<file path="config.mk">
export PLATFORM = sky130hd
export DESIGN_NAME = frame_tx_mc
export DESIGN_NICKNAME = d
export VERILOG_FILES = /design/src/rtl/frame_tx_mc.sv
export SDC_FILE = /design/constraint.sdc
export NUM_CORES = 1
export LEC_CHECK = 0
export ABC_AREA = 0
export CAP_MARGIN = 5
export CORE_UTILIZATION = 45
export DETAILED_ROUTE_END_ITERATION = 7
export SLEW_MARGIN = 20
export SYNTH_ARGS = -nofsm -noshare
export SYNTH_HDL_FRONTEND = slang
export SYNTH_SLANG_ARGS = --single-unit
</file>
<file path="constraint.sdc">
create_clock -name i_clk -period 7.59 [get_ports i_clk]
set_input_delay 1.518 -clock i_clk [delete_from_list [all_inputs] [get_ports i_clk]]
set_output_delay 1.518 -clock i_clk [all_outputs]
set_load 0.05 [all_outputs]
</file>
<file path="src/rtl/frame_tx_mc.sv">
// frame_tx_mc: buffered multi-lane frame transmitter.
// The host appends words, then commits them as a frame or rolls them back.
// Committed frames are queued as {start, length} descriptors and sent as
// preamble, data and gap on LANES serial lines. Each bit slot lasts BIT_DIV
// clocks.
// Optional macro FRAME_TX_CRC_EN appends a CRC-8 word (poly 0x07, init 0x00)
// to every frame.
module frame_tx_mc #(
    parameter int DATA_W       = 8,
    parameter int LANES        = 1,
    parameter int DEPTH        = 16,
    parameter int MAX_FRAMES   = 4,
    parameter int BIT_DIV      = 1,
    parameter int PREAMBLE_LEN = 4,
    parameter int GAP_LEN      = 2
) (
    input  logic                          i_clk,
    input  logic                          i_rst_n,
    input  logic [DATA_W-1:0]             i_data,
    input  logic                          i_data_we,
    input  logic                          i_push_frame,
    input  logic                          i_rollback,
    input  logic                          i_clr_err,
    output logic [$clog2(DEPTH):0]        o_data_size,
    output logic [$clog2(MAX_FRAMES):0]   o_frames_count,
    output logic [7:0]                    o_status,
    output logic [LANES-1:0]              o_tx,
    output logic                          o_tx_en,
    output logic                          o_tx_int
);

    localparam int AW    = $clog2(DEPTH);
    localparam int CW    = AW + 1;
    localparam int FW    = $clog2(MAX_FRAMES);
    localparam int NW    = FW + 1;
    localparam int SLOTS = DATA_W / LANES;
    localparam int MAXPG = (PREAMBLE_LEN > GAP_LEN) ? PREAMBLE_LEN : GAP_LEN;
    localparam int MAXS  = (SLOTS > MAXPG) ? SLOTS : MAXPG;
    localparam int SW    = $clog2(MAXS) + 1;
    localparam int DW    = $clog2(BIT_DIV) + 1;

    localparam logic [SW-1:0] PRE_LAST = SW'(PREAMBLE_LEN - 1);
    localparam logic [SW-1:0] DAT_LAST = SW'(SLOTS - 1);
    localparam logic [SW-1:0] GAP_LAST = SW'(GAP_LEN - 1);
    localparam logic [DW-1:0] DIV_LAST = DW'(BIT_DIV - 1);

    typedef enum logic [1:0] {IDLE, PREAMBLE, DATA, GAP} state_t;

    // ---------------- host side: buffer and descriptor queue ----------------
    logic [DATA_W-1:0] mem        [DEPTH];
    logic [AW-1:0]     desc_start [MAX_FRAMES];
    logic [CW-1:0]     desc_len   [MAX_FRAMES];

    logic [AW-1:0] wr_ptr, cm_ptr;     // write position, start of uncommitted run
    logic [CW-1:0] unc_cnt, com_cnt;   // uncommitted words, committed-not-loaded words
    logic [FW-1:0] d_head, d_tail;
    logic [NW-1:0] d_cnt;              // includes the frame in flight
    logic          err_ovf, err_empty;

    logic          buf_full, fifo_full, we_ok, do_push, do_rb;
    logic          ovf_set, empty_set;
    logic [CW-1:0] unc_tot;

    // serializer handshake into the host side
    logic          ld_word, pop;

    assign buf_full  = (com_cnt + unc_cnt) == CW'(DEPTH);
    assign fifo_full = d_cnt == NW'(MAX_FRAMES);
    // rollback drops a simultaneous write; a full buffer drops it too
    assign we_ok     = i_data_we && !i_rollback && !buf_full;
    // a write in the same cycle as a push belongs to the pushed frame
    assign unc_tot   = unc_cnt + CW'(we_ok);
    assign do_push   = i_push_frame && (unc_tot != '0) && !fifo_full;
    assign do_rb     = i_rollback && !i_push_frame;
    assign ovf_set   = (i_data_we && !i_rollback && buf_full) ||
                       (i_push_frame && (unc_tot != '0) && fifo_full);
    assign empty_set = i_push_frame && (unc_tot == '0);

    // storage arrays: data words and frame descriptors (no reset needed)
    always_ff @(posedge i_clk) begin
        if (we_ok) mem[wr_ptr] <= i_data;
        if (do_push) begin
            desc_start[d_tail] <= cm_ptr;
            desc_len[d_tail]   <= unc_tot;
        end
    end

    // pointers, occupancy counters and sticky error bits
    always_ff @(posedge i_clk or negedge i_rst_n) begin
        if (!i_rst_n) begin
            wr_ptr    <= '0;
            cm_ptr    <= '0;
            unc_cnt   <= '0;
            com_cnt   <= '0;
            d_head    <= '0;
            d_tail    <= '0;
            d_cnt     <= '0;
            err_ovf   <= 1'b0;
            err_empty <= 1'b0;
        end else begin
            if (do_rb)      wr_ptr <= cm_ptr;
            else if (we_ok) wr_ptr <= wr_ptr + 1'b1;
            if (do_push)    cm_ptr <= wr_ptr + AW'(we_ok);
            unc_cnt   <= (do_push || do_rb) ? '0 : unc_tot;
            com_cnt   <= com_cnt + (do_push ? unc_tot : '0) - CW'(ld_word);
            if (do_push) d_tail <= d_tail + 1'b1;
            if (pop)     d_head <= d_head + 1'b1;
            d_cnt     <= d_cnt + NW'(do_push) - NW'(pop);
            // a new error in the same cycle beats the clear
            err_ovf   <= ovf_set   | (err_ovf   & ~i_clr_err);
            err_empty <= empty_set | (err_empty & ~i_clr_err);
        end
    end

    // ---------------- serializer ----------------
    state_t            state, nxt_state;
    logic [DW-1:0]     div_cnt, nxt_div;
    logic [SW-1:0]     slot_cnt, nxt_slot;
    logic [CW-1:0]     wleft, nxt_wleft;    // buffer words still to load
    logic [DATA_W-1:0] shreg, nxt_shreg, ld_data;
    logic [AW-1:0]     rd_ptr, nxt_rd;
    logic [LANES-1:0]  nxt_tx;
    logic              nxt_en, nxt_int, go_gap, slot_end;

`ifdef FRAME_TX_CRC_EN
    logic [7:0] crc, nxt_crc;
    logic       crc_ph, nxt_crc_ph;         // CRC word already loaded

    function automatic logic [7:0] crc_upd(input logic [7:0] c, input logic [DATA_W-1:0] w);
        logic [7:0] r;
        logic       fb;
        r = c;
        for (int i = DATA_W - 1; i >= 0; i--) begin
            fb = r[7] ^ w[i];
            r  = {r[6:0], 1'b0} ^ (fb ? 8'h07 : 8'h00);
        end
        return r;
    endfunction
`endif

    assign slot_end = (div_cnt == DIV_LAST);

    // next-state, slot sequencing and next values of the registered TX pins
    always_comb begin
        nxt_state = state;
        nxt_div   = '0;
        nxt_slot  = slot_cnt;
        nxt_wleft = wleft;
        nxt_shreg = shreg;
        nxt_rd    = rd_ptr;
        nxt_tx    = o_tx;
        nxt_en    = o_tx_en;
        nxt_int   = 1'b0;
        ld_word   = 1'b0;
        pop       = 1'b0;
        go_gap    = 1'b0;
        ld_data   = mem[rd_ptr];
`ifdef FRAME_TX_CRC_EN
        nxt_crc    = crc;
        nxt_crc_ph = crc_ph;
`endif
        if (state != IDLE) nxt_div = slot_end ? '0 : div_cnt + 1'b1;

        case (state)
            IDLE: begin
                if (d_cnt != '0) begin
                    nxt_state = PREAMBLE;
                    nxt_slot  = '0;
                    nxt_tx    = {LANES{1'b1}};
                    nxt_en    = 1'b1;
                end
            end
            PREAMBLE: begin
                if (slot_end) begin
                    if (slot_cnt == PRE_LAST) begin
                        // first word comes from the head descriptor
                        ld_data   = mem[desc_start[d_head]];
                        nxt_state = DATA;
                        nxt_slot  = '0;
                        nxt_shreg = ld_data;
                        nxt_rd    = desc_start[d_head] + 1'b1;
                        nxt_wleft = desc_len[d_head] - 1'b1;
                        nxt_tx    = ld_data[DATA_W-1 -: LANES];
                        ld_word   = 1'b1;
`ifdef FRAME_TX_CRC_EN
                        nxt_crc    = crc_upd(8'h00, ld_data);
                        nxt_crc_ph = 1'b0;
`endif
                    end else begin
                        nxt_slot = slot_cnt + 1'b1;
                        nxt_tx   = {LANES{~nxt_slot[0]}};
                    end
                end
            end
            DATA: begin
                if (slot_end) begin
                    if (slot_cnt == DAT_LAST) begin
                        nxt_slot = '0;
                        if (wleft != '0) begin
                            nxt_shreg = ld_data;
                            nxt_rd    = rd_ptr + 1'b1;
                            nxt_wleft = wleft - 1'b1;
                            nxt_tx    = ld_data[DATA_W-1 -: LANES];
                            ld_word   = 1'b1;
`ifdef FRAME_TX_CRC_EN
                            nxt_crc   = crc_upd(crc, ld_data);
`endif
                        end else begin
`ifdef FRAME_TX_CRC_EN
                            if (!crc_ph) begin
                                nxt_shreg  = DATA_W'(crc);
                                nxt_tx     = nxt_shreg[DATA_W-1 -: LANES];
                                nxt_crc_ph = 1'b1;
                            end else begin
                                go_gap = 1'b1;
                            end
`else
                            go_gap = 1'b1;
`endif
                        end
                    end else begin
                        nxt_slot  = slot_cnt + 1'b1;
                        nxt_shreg = shreg << LANES;
                        nxt_tx    = nxt_shreg[DATA_W-1 -: LANES];
                    end
                end
                if (go_gap) begin
                    nxt_state = GAP;
                    nxt_slot  = '0;
                    nxt_tx    = '0;
                    nxt_en    = 1'b0;
                    nxt_int   = 1'b1;
                    pop       = 1'b1;
                end
            end
            GAP: begin
                if (slot_end) begin
                    if (slot_cnt == GAP_LAST) begin
                        nxt_slot = '0;
                        if (d_cnt != '0) begin
                            nxt_state = PREAMBLE;
                            nxt_tx    = {LANES{1'b1}};
                            nxt_en    = 1'b1;
                        end else begin
                            nxt_state = IDLE;
                        end
                    end else begin
                        nxt_slot = slot_cnt + 1'b1;
                    end
                end
            end
            default: nxt_state = IDLE;
        endcase
    end

    // serializer state and registered TX outputs
    always_ff @(posedge i_clk or negedge i_rst_n) begin
        if (!i_rst_n) begin
            state    <= IDLE;
            div_cnt  <= '0;
            slot_cnt <= '0;
            wleft    <= '0;
            shreg    <= '0;
            rd_ptr   <= '0;
            o_tx     <= '0;
            o_tx_en  <= 1'b0;
            o_tx_int <= 1'b0;
`ifdef FRAME_TX_CRC_EN
            crc      <= '0;
            crc_ph   <= 1'b0;
`endif
        end else begin
            state    <= nxt_state;
            div_cnt  <= nxt_div;
            slot_cnt <= nxt_slot;
            wleft    <= nxt_wleft;
            shreg    <= nxt_shreg;
            rd_ptr   <= nxt_rd;
            o_tx     <= nxt_tx;
            o_tx_en  <= nxt_en;
            o_tx_int <= nxt_int;
`ifdef FRAME_TX_CRC_EN
            crc      <= nxt_crc;
            crc_ph   <= nxt_crc_ph;
`endif
        end
    end

    assign o_data_size    = unc_cnt;
    assign o_frames_count = d_cnt;
    assign o_status       = {2'b00, err_empty, err_ovf, (state != IDLE),
                             fifo_full, buf_full, (d_cnt == '0)};

endmodule

</file>
==> results of run 1 <==
[worst max-delay path by stage]
stage,startpoint,endpoint,slack [ps],cells past startpoint
after floorplan,o_data_size[0]$_DFF_PN0_,com_cnt[4]$_DFF_PN0_,2160,25
after global placement,i_rollback,com_cnt[4]$_DFF_PN0_,1970,22
after detailed placement,i_rollback,com_cnt[4]$_DFF_PN0_,1850,23
after CTS,o_data_size[0]$_DFF_PN0_,com_cnt[4]$_DFF_PN0_,2140,25
after global routing,o_data_size[0]$_DFF_PN0_,com_cnt[4]$_DFF_PN0_,1760,25
final,o_data_size[0]$_DFF_PN0_,com_cnt[4]$_DFF_PN0_,2150,24
[state kept, by name (all words and copies together), names as in the netlist]
| signal | flops |
|---|---|
| d_head | 2 |
| slot_cnt | 4 |
| mem | 128 |
| o_frames_count | 3 |
| shreg | 7 |
| d_tail | 2 |
| wleft | 5 |
| o_data_size | 5 |
| desc_len | 20 |
| rd_ptr | 4 |
| err_ovf | 1 |
| com_cnt | 5 |
| state | 2 |
| o_tx | 1 |
| err_empty | 1 |
| wr_ptr | 4 |
| cm_ptr | 4 |
| o_tx_en | 1 |
| o_tx_int | 1 |
| desc_start | 16 |
[cell usage after synthesis, types with 14 or more instances]
cell        n
and2_1     24
edfxtp_1  164
a31oi_1    14
nor2_1     36
mux4_2     49
xnor2_1    15
nand2_1    88
clkbuf_1   22
inv_1      35
a21oi_1    20
nand3_1    21
ha_1       36
mux2i_1    34
dfrtp_1    52
[per-layer routing]
metal | vias up | track usage, % | routed length (um)
met5 | - | 0 | 0
met4 | 0 | 4.86 | 357
met3 | 27 | 3.66 | 1680
met2 | 223 | 33.1 | 11600
met1 | 3361 | 33.0 | 12000
li1 | 3004 | - | -
[report_power, final]
part | switching [mW] | internal, mW | total (mW)
registers | 0.151 | 1.48 | 1.63
logic | 0.898 | 0.647 | 1.55
clock network | 0.481 | 0.787 | 1.27
[area by class of cell]
class                           instances  area [um^2]
Sequential cell                       216         6230
Clock inverter                         16          244
Clock buffer                           28          616
Inverter                               35          131
Timing Repair Buffer                   39          363
Tap cell                              319          399
Fill cell                            1956        11300
Multi-Input combinational cell        485         4210
[kinds of logic after synthesis]
group           after synthesis  synth area share (%)
xor+xnor                     22                  1.78
flops                       216                  57.7
mux                         100                  16.1
buf+inv                      79                  3.44
compound gates              111                  7.05
simple gates                211                  9.17
other cells                   1                0.0347
fa+ha+maj                    39                  4.73
[worst max-delay path: cells and delay by family, from the launching register on]
kind,cells,cell delay [ps]
and+or+nand+nor,5,1190
adders and majority gates,7,2010
buffers and inverters,6,780
xor gates and xnor gates,3,480
DFF,1,400
AOI/OAI and AO/OA,3,480
[metrics by stage]
| stage | power [mW] | setup slack, ps | cells |
|---|---|---|---|
| detailed placement | 3.20 | 1850 | 1094 |
| floorplan | 2.78 | 2160 | 780 |
| global placement | 3.14 | 1970 | 1094 |
| finish | 4.45 | 2150 | 1138 |
| CTS | 4.47 | 2140 | 1138 |
| global route | 4.70 | 1760 | 1138 |
==> results.toml, run 1 <==
[timing]
finalMaxSlewViolations = 0
worst_pin_slew_ps = 975
setup_tns_ps = 0
grt_setup_unrepaired = "false"
timing.final.setup_violations = 0
layout_worst_path_cycle_share_pct = 71.6
timing.final.crit_period_ps = 5440
report.final.hold_viol_count = 0
timing.slew.headroom_pct = 35.0
worst_hold_slack_ps = 524
worst_clock_skew_ps = 32.2
max_freq_mhz = 184

[clock_tree]
post_cts.repair.setup_buffers = 0
cts.root.buffer_cell = "clkbuf_16"
post_cts_resized = 0
clkTransAtPathRegs_ps = 60
clock_insertion_delay_worst_skew_ps = 540
h-tree-depth = 1
cts_max_path_buffers = 3
numClockSinks = 216
clock_tree_from_tritoncts = "built"
numCtsBuffers = 24
count_of_hold_buffers_inserted_by_post_cts_repair = 0

[place]
place_area_um2 = 11300
place.port_buffers = 30
routabilityCongestion = 0.828
post-dp-hpwl_um = 16900

[global_route]
antenna_found_initial = 0
global_router_s_overall_resource_usage_pct = 21.9
first_global_vias = 6719
grt_start_max_net_pins = 53
grt_remaining_overflow = 0
grt_first_pass_wirelength_um = 40300

[synthesis]
synth-edff-count = 164
ffs_latches_synth = 216
synth.avg_cell_area_um2 = 13.9
post_synth_num_cell_types = 54
ys_async_sr_fraction_pct = 24.1
seq_area_frac_synth_pct = 57.7
area_of_the_mapped_netlist_um2 = 10800
ys_top_cells_by_area = "edfxtp_1 (46%), dfrtp_1 (12%), mux4_2 (10%), ha_1 (4.2%), mux2i_1 (3.2%)"
yosysWarningCount = 0
syn-instance-count = 779
synth.largest_area_cell = "edfxtp_1"
ys_dominant_reg_cell = "edfxtp_1"
synth_top_area_share_pct = 45.6

[routing]
routedWlPerCell_um = 22.5
wirelength_um = 25600
drt-pass1-iter-count = 5
drc = 0
drtIter0Drc = 603
detail_route.vias_per_cell = 5.81
vias = 6615
final_antenna_net_count = 0

[run_status]
outcome = "finished clean"

[setup_path]
worstSetupEndpointType = "register"
kind_of_launch_point_of_the_worst_setup_path = "register"
crit_required_ps = 8030
rr_startpoint = "o_data_size[0]$_DFF_PN0_"
path_cells = "ha_1, fa_1, xor2_1, or3_1, o311ai_1, buf_4, inv_1, ha_1, ha_1, or3_1, nor3_1, nor3b_2, buf_4, nand2_1, ha_1, inv_1, ha_1, inv_1, fa_1, inv_1, a21o_1, a21oi_1, xnor2_1, xnor2_1"
critical-path-top-cell-by-count = "ha_1"
critical_path.slowest_cell = "dfrtp_1"
critPathMaxFanout = 20
worst-setup-path-type = "reg2reg"
worst-endpoint-arrival_ps = 5880
reg2reg_to = "com_cnt[4]$_DFF_PN0_"
crit_path_max_incr_delay_ps = 400
reg2reg_slack_ps = 2150
ff2ff_path_depth = 24

[floorplanning]
core_rows = 56
dieWidth_um = 157
die-height_um = 157
number_of_top_level_pins = 33
fp.dieArea_um2 = 24600
floorplan.initialDensity_pct = 46.0
fp.coreArea_um2 = 23500

[run]
max_cap_violations = 0

[pwr]
irDropWorstVdd_v = 0.000216
leakagePower_nw = 4.49
pwr_density_cell_nw_per_um2 = 365

[min_path]
min_from = "err_empty$_DFF_PN0_"
hold-path-endpoint = "err_empty$_DFF_PN0_"
min-delay-path-class = "reg2reg"
whs_path_depth = 2

[finish]
layout_area_growth_over_synthesis_pct = 12.9
num_antenna_cells = 0
layout_cell_share_with_drive_strength_beyond_1_pct = 13.6
most_frequent_cells_in_the_layout = "edfxtp_1 (164), nand2_1 (88), dfrtp_1 (51)"
commonest_non_fill_non_tap_cell_in_the_layout = "edfxtp_1"
fin_util_pct = 51.9
layout.nets = 854
layout.cell_area.non_filler_um2 = 12200
(Power assumes the default switching activity.)
==> inputs of run 2 (changes only) <==
Clock period 7.59 ns to 5.55 ns, I/O delays scaled along.
==> results.toml, run 2 (synthesis results as in run 1) <==
[setup_path]
worst_setup_sp = "o_data_size[0]$_DFF_PN0_"
ff2ff_path_depth = 20
kind_of_launch_point_of_the_worst_setup_path = "register"
rr_startpoint = "o_data_size[0]$_DFF_PN0_"
critPathMaxFanout = 19
crit_required_ps = 5980
reg2reg_to = "com_cnt[4]$_DFF_PN0_"
reg2reg_slack_ps = 360
worst-endpoint-arrival_ps = 5610
worst-setup-path-type = "reg2reg"
worstSetupEndpointType = "register"

[timing]
timing.final.setup_violations = 0
worst_pin_slew_ps = 984
timing.slew.headroom_pct = 34.4
setup_tns_ps = 0
layout_worst_path_cycle_share_pct = 93.5
max_freq_mhz = 193
report.final.hold_viol_count = 0
worst_hold_slack_ps = 523
timing.final.crit_period_ps = 5190
grt_setup_unrepaired = "false"
finalMaxSlewViolations = 0
worst_clock_skew_ps = 13.9

[finish]
num_antenna_cells = 0
top_register = "mem"
commonest_non_fill_non_tap_cell_in_the_layout = "edfxtp_1"
layout_cell_share_with_drive_strength_beyond_1_pct = 13.3
fillers = 1948
fin_util_pct = 51.6
biggestRegsByFlops = "mem: 128 flops, desc_len: 20 flops, desc_start: 16 flops"
largest_reg_flops = 128
most_frequent_cells_in_the_layout = "edfxtp_1 (164), nand2_1 (88), dfrtp_1 (51)"
layout_area_growth_over_synthesis_pct = 12.2
layout.nets = 854

[clock_tree]
clock_tree_from_tritoncts = "built"
cts_max_path_buffers = 3
clock_insertion_delay_worst_skew_ps = 510
h-tree-depth = 1
clkTransAtPathRegs_ps = 60
cts.root.buffer_cell = "clkbuf_16"
numCtsBuffers = 23
numClockSinks = 216

[routing]
dr_wl_met3_um = 1770
routedWlPerCell_um = 22.3
met1Wirelength_um = 11600
drc = 0
route.top_layer_used = "met4"
vias = 6733
wirelength_um = 25300
met2_length_um = 11500
drtIter0Drc = 619
final_antenna_net_count = 0
drt-pass1-iter-count = 7
detail_route.vias_per_cell = 5.93

[floorplanning]
core_rows = 56
die-height_um = 157
fp.dieArea_um2 = 24600
dieWidth_um = 157
fp.coreArea_um2 = 23500
number_of_top_level_pins = 33
floorplan.initialDensity_pct = 46.0

[run_status]
outcome = "finished clean"

[place]
post-dp-hpwl_um = 16800
place.port_buffers = 30
routabilityCongestion = 0.840

[pwr]
pwr_density_cell_nw_per_um2 = 489
leakagePower_nw = 4.44
irDropWorstVdd_v = 0.000268

[min_path]
min-delay-path-class = "reg2reg"
whs_path_depth = 1
hold-path-endpoint = "com_cnt[0]$_DFF_PN0_"
min_from = "com_cnt[0]$_DFF_PN0_"

[global_route]
grt_remaining_overflow = 0
first_global_vias = 6727
grt_first_pass_wirelength_um = 39700
antenna_found_initial = 0
grt_start_max_net_pins = 53
global_router_s_overall_resource_usage_pct = 21.6

[run]
max_cap_violations = 0
[run 2: changes by cell type in the layout (fill, tap and decap cells not counted), moves of 2 or more]
cell / before / now
clkinvlp_4: 1 / 4
bufinv_16: 6 / 4
clkinv_1: 3 / 5
clkinv_2: 4 / 2
[run 2: final cells by class]
cell class	instances	area [um^2]	area share, %
flip-flops and latches	216	6230	51.4
multi-input cells	485	4220	34.8
clock buffers	26	587	4.85
well taps	319	399	3.30
repair buffers	40	370	3.06
clock inverters	15	179	1.48
inverters	35	131	1.08
[run 2: metal layers]
layer	track usage [%]	up-vias
li1	-	3008
met1	32.5	3429
met2	32.9	258
met3	2.74	38
met4	5.46	0
met5	0	-
[run 2: power by group]
| group | switching, mW | total [mW] | internal [mW] |
|---|---|---|---|
| Sequential | 0.241 | 2.27 | 2.03 |
| Combinational | 1.21 | 2.10 | 0.889 |
| Clock | 0.618 | 1.56 | 0.944 |
| Total | 2.07 | 5.93 | 3.86 |
[run 2: repair_timing]
| item | 4_1_cts | 5_1_grt |
|---|---|---|
| resized for setup | 0 | 1 |
| setup buffers | 0 | 0 |
| setup endpoints to repair | 0 | 1 |
| hold buffers | 0 | 0 |
[run 2: how the worst max path moves through the flow]
stage | to | slack [ps] | depth (start not counted)
2_1_floorplan | com_cnt[4]$_DFF_PN0_ | 120 | 25
3_3_place_gp | com_cnt[4]$_DFF_PN0_ | 460 | 20
3_5_place_dp | com_cnt[4]$_DFF_PN0_ | 350 | 20
4_1_cts | com_cnt[4]$_DFF_PN0_ | 290 | 20
5_1_grt | com_cnt[4]$_DFF_PN0_ | 60 | 20
6_report | com_cnt[4]$_DFF_PN0_ | 360 | 20
[run 2: worst max-delay path, stage by stage, from the launching register on]
cell and delay [ps]:
dfrtp_1 410, ha_1 250, fa_1 430, xor2_1 180, or3_1 340, o311ai_1 350, inv_1 230, ha_1 240
ha_1 370, or3_1 410, nor3_2 220, nor3b_2 90, buf_4 230, nand2_1 80, ha_1 260, fa_1 460
inv_1 70, a21o_1 110, a21oi_1 70, xnor2_1 170, xnor2_1 140
[run 2: metrics by stage]
| step | cell area, um^2 | worst slack (ps) | instances | power [mW] |
|---|---|---|---|---|
| 2_1_floorplan | 10800 | 121 | 780 | 3.80 |
| 3_3_place_gp | 11300 | 462 | 1095 | 4.31 |
| 3_5_place_dp | 11300 | 348 | 1095 | 4.38 |
| 4_1_cts | 12100 | 290 | 1136 | 5.96 |
| 5_1_grt | 12100 | 63.3 | 1136 | 6.25 |
| 6_report | 12100 | 363 | 1136 | 5.93 |
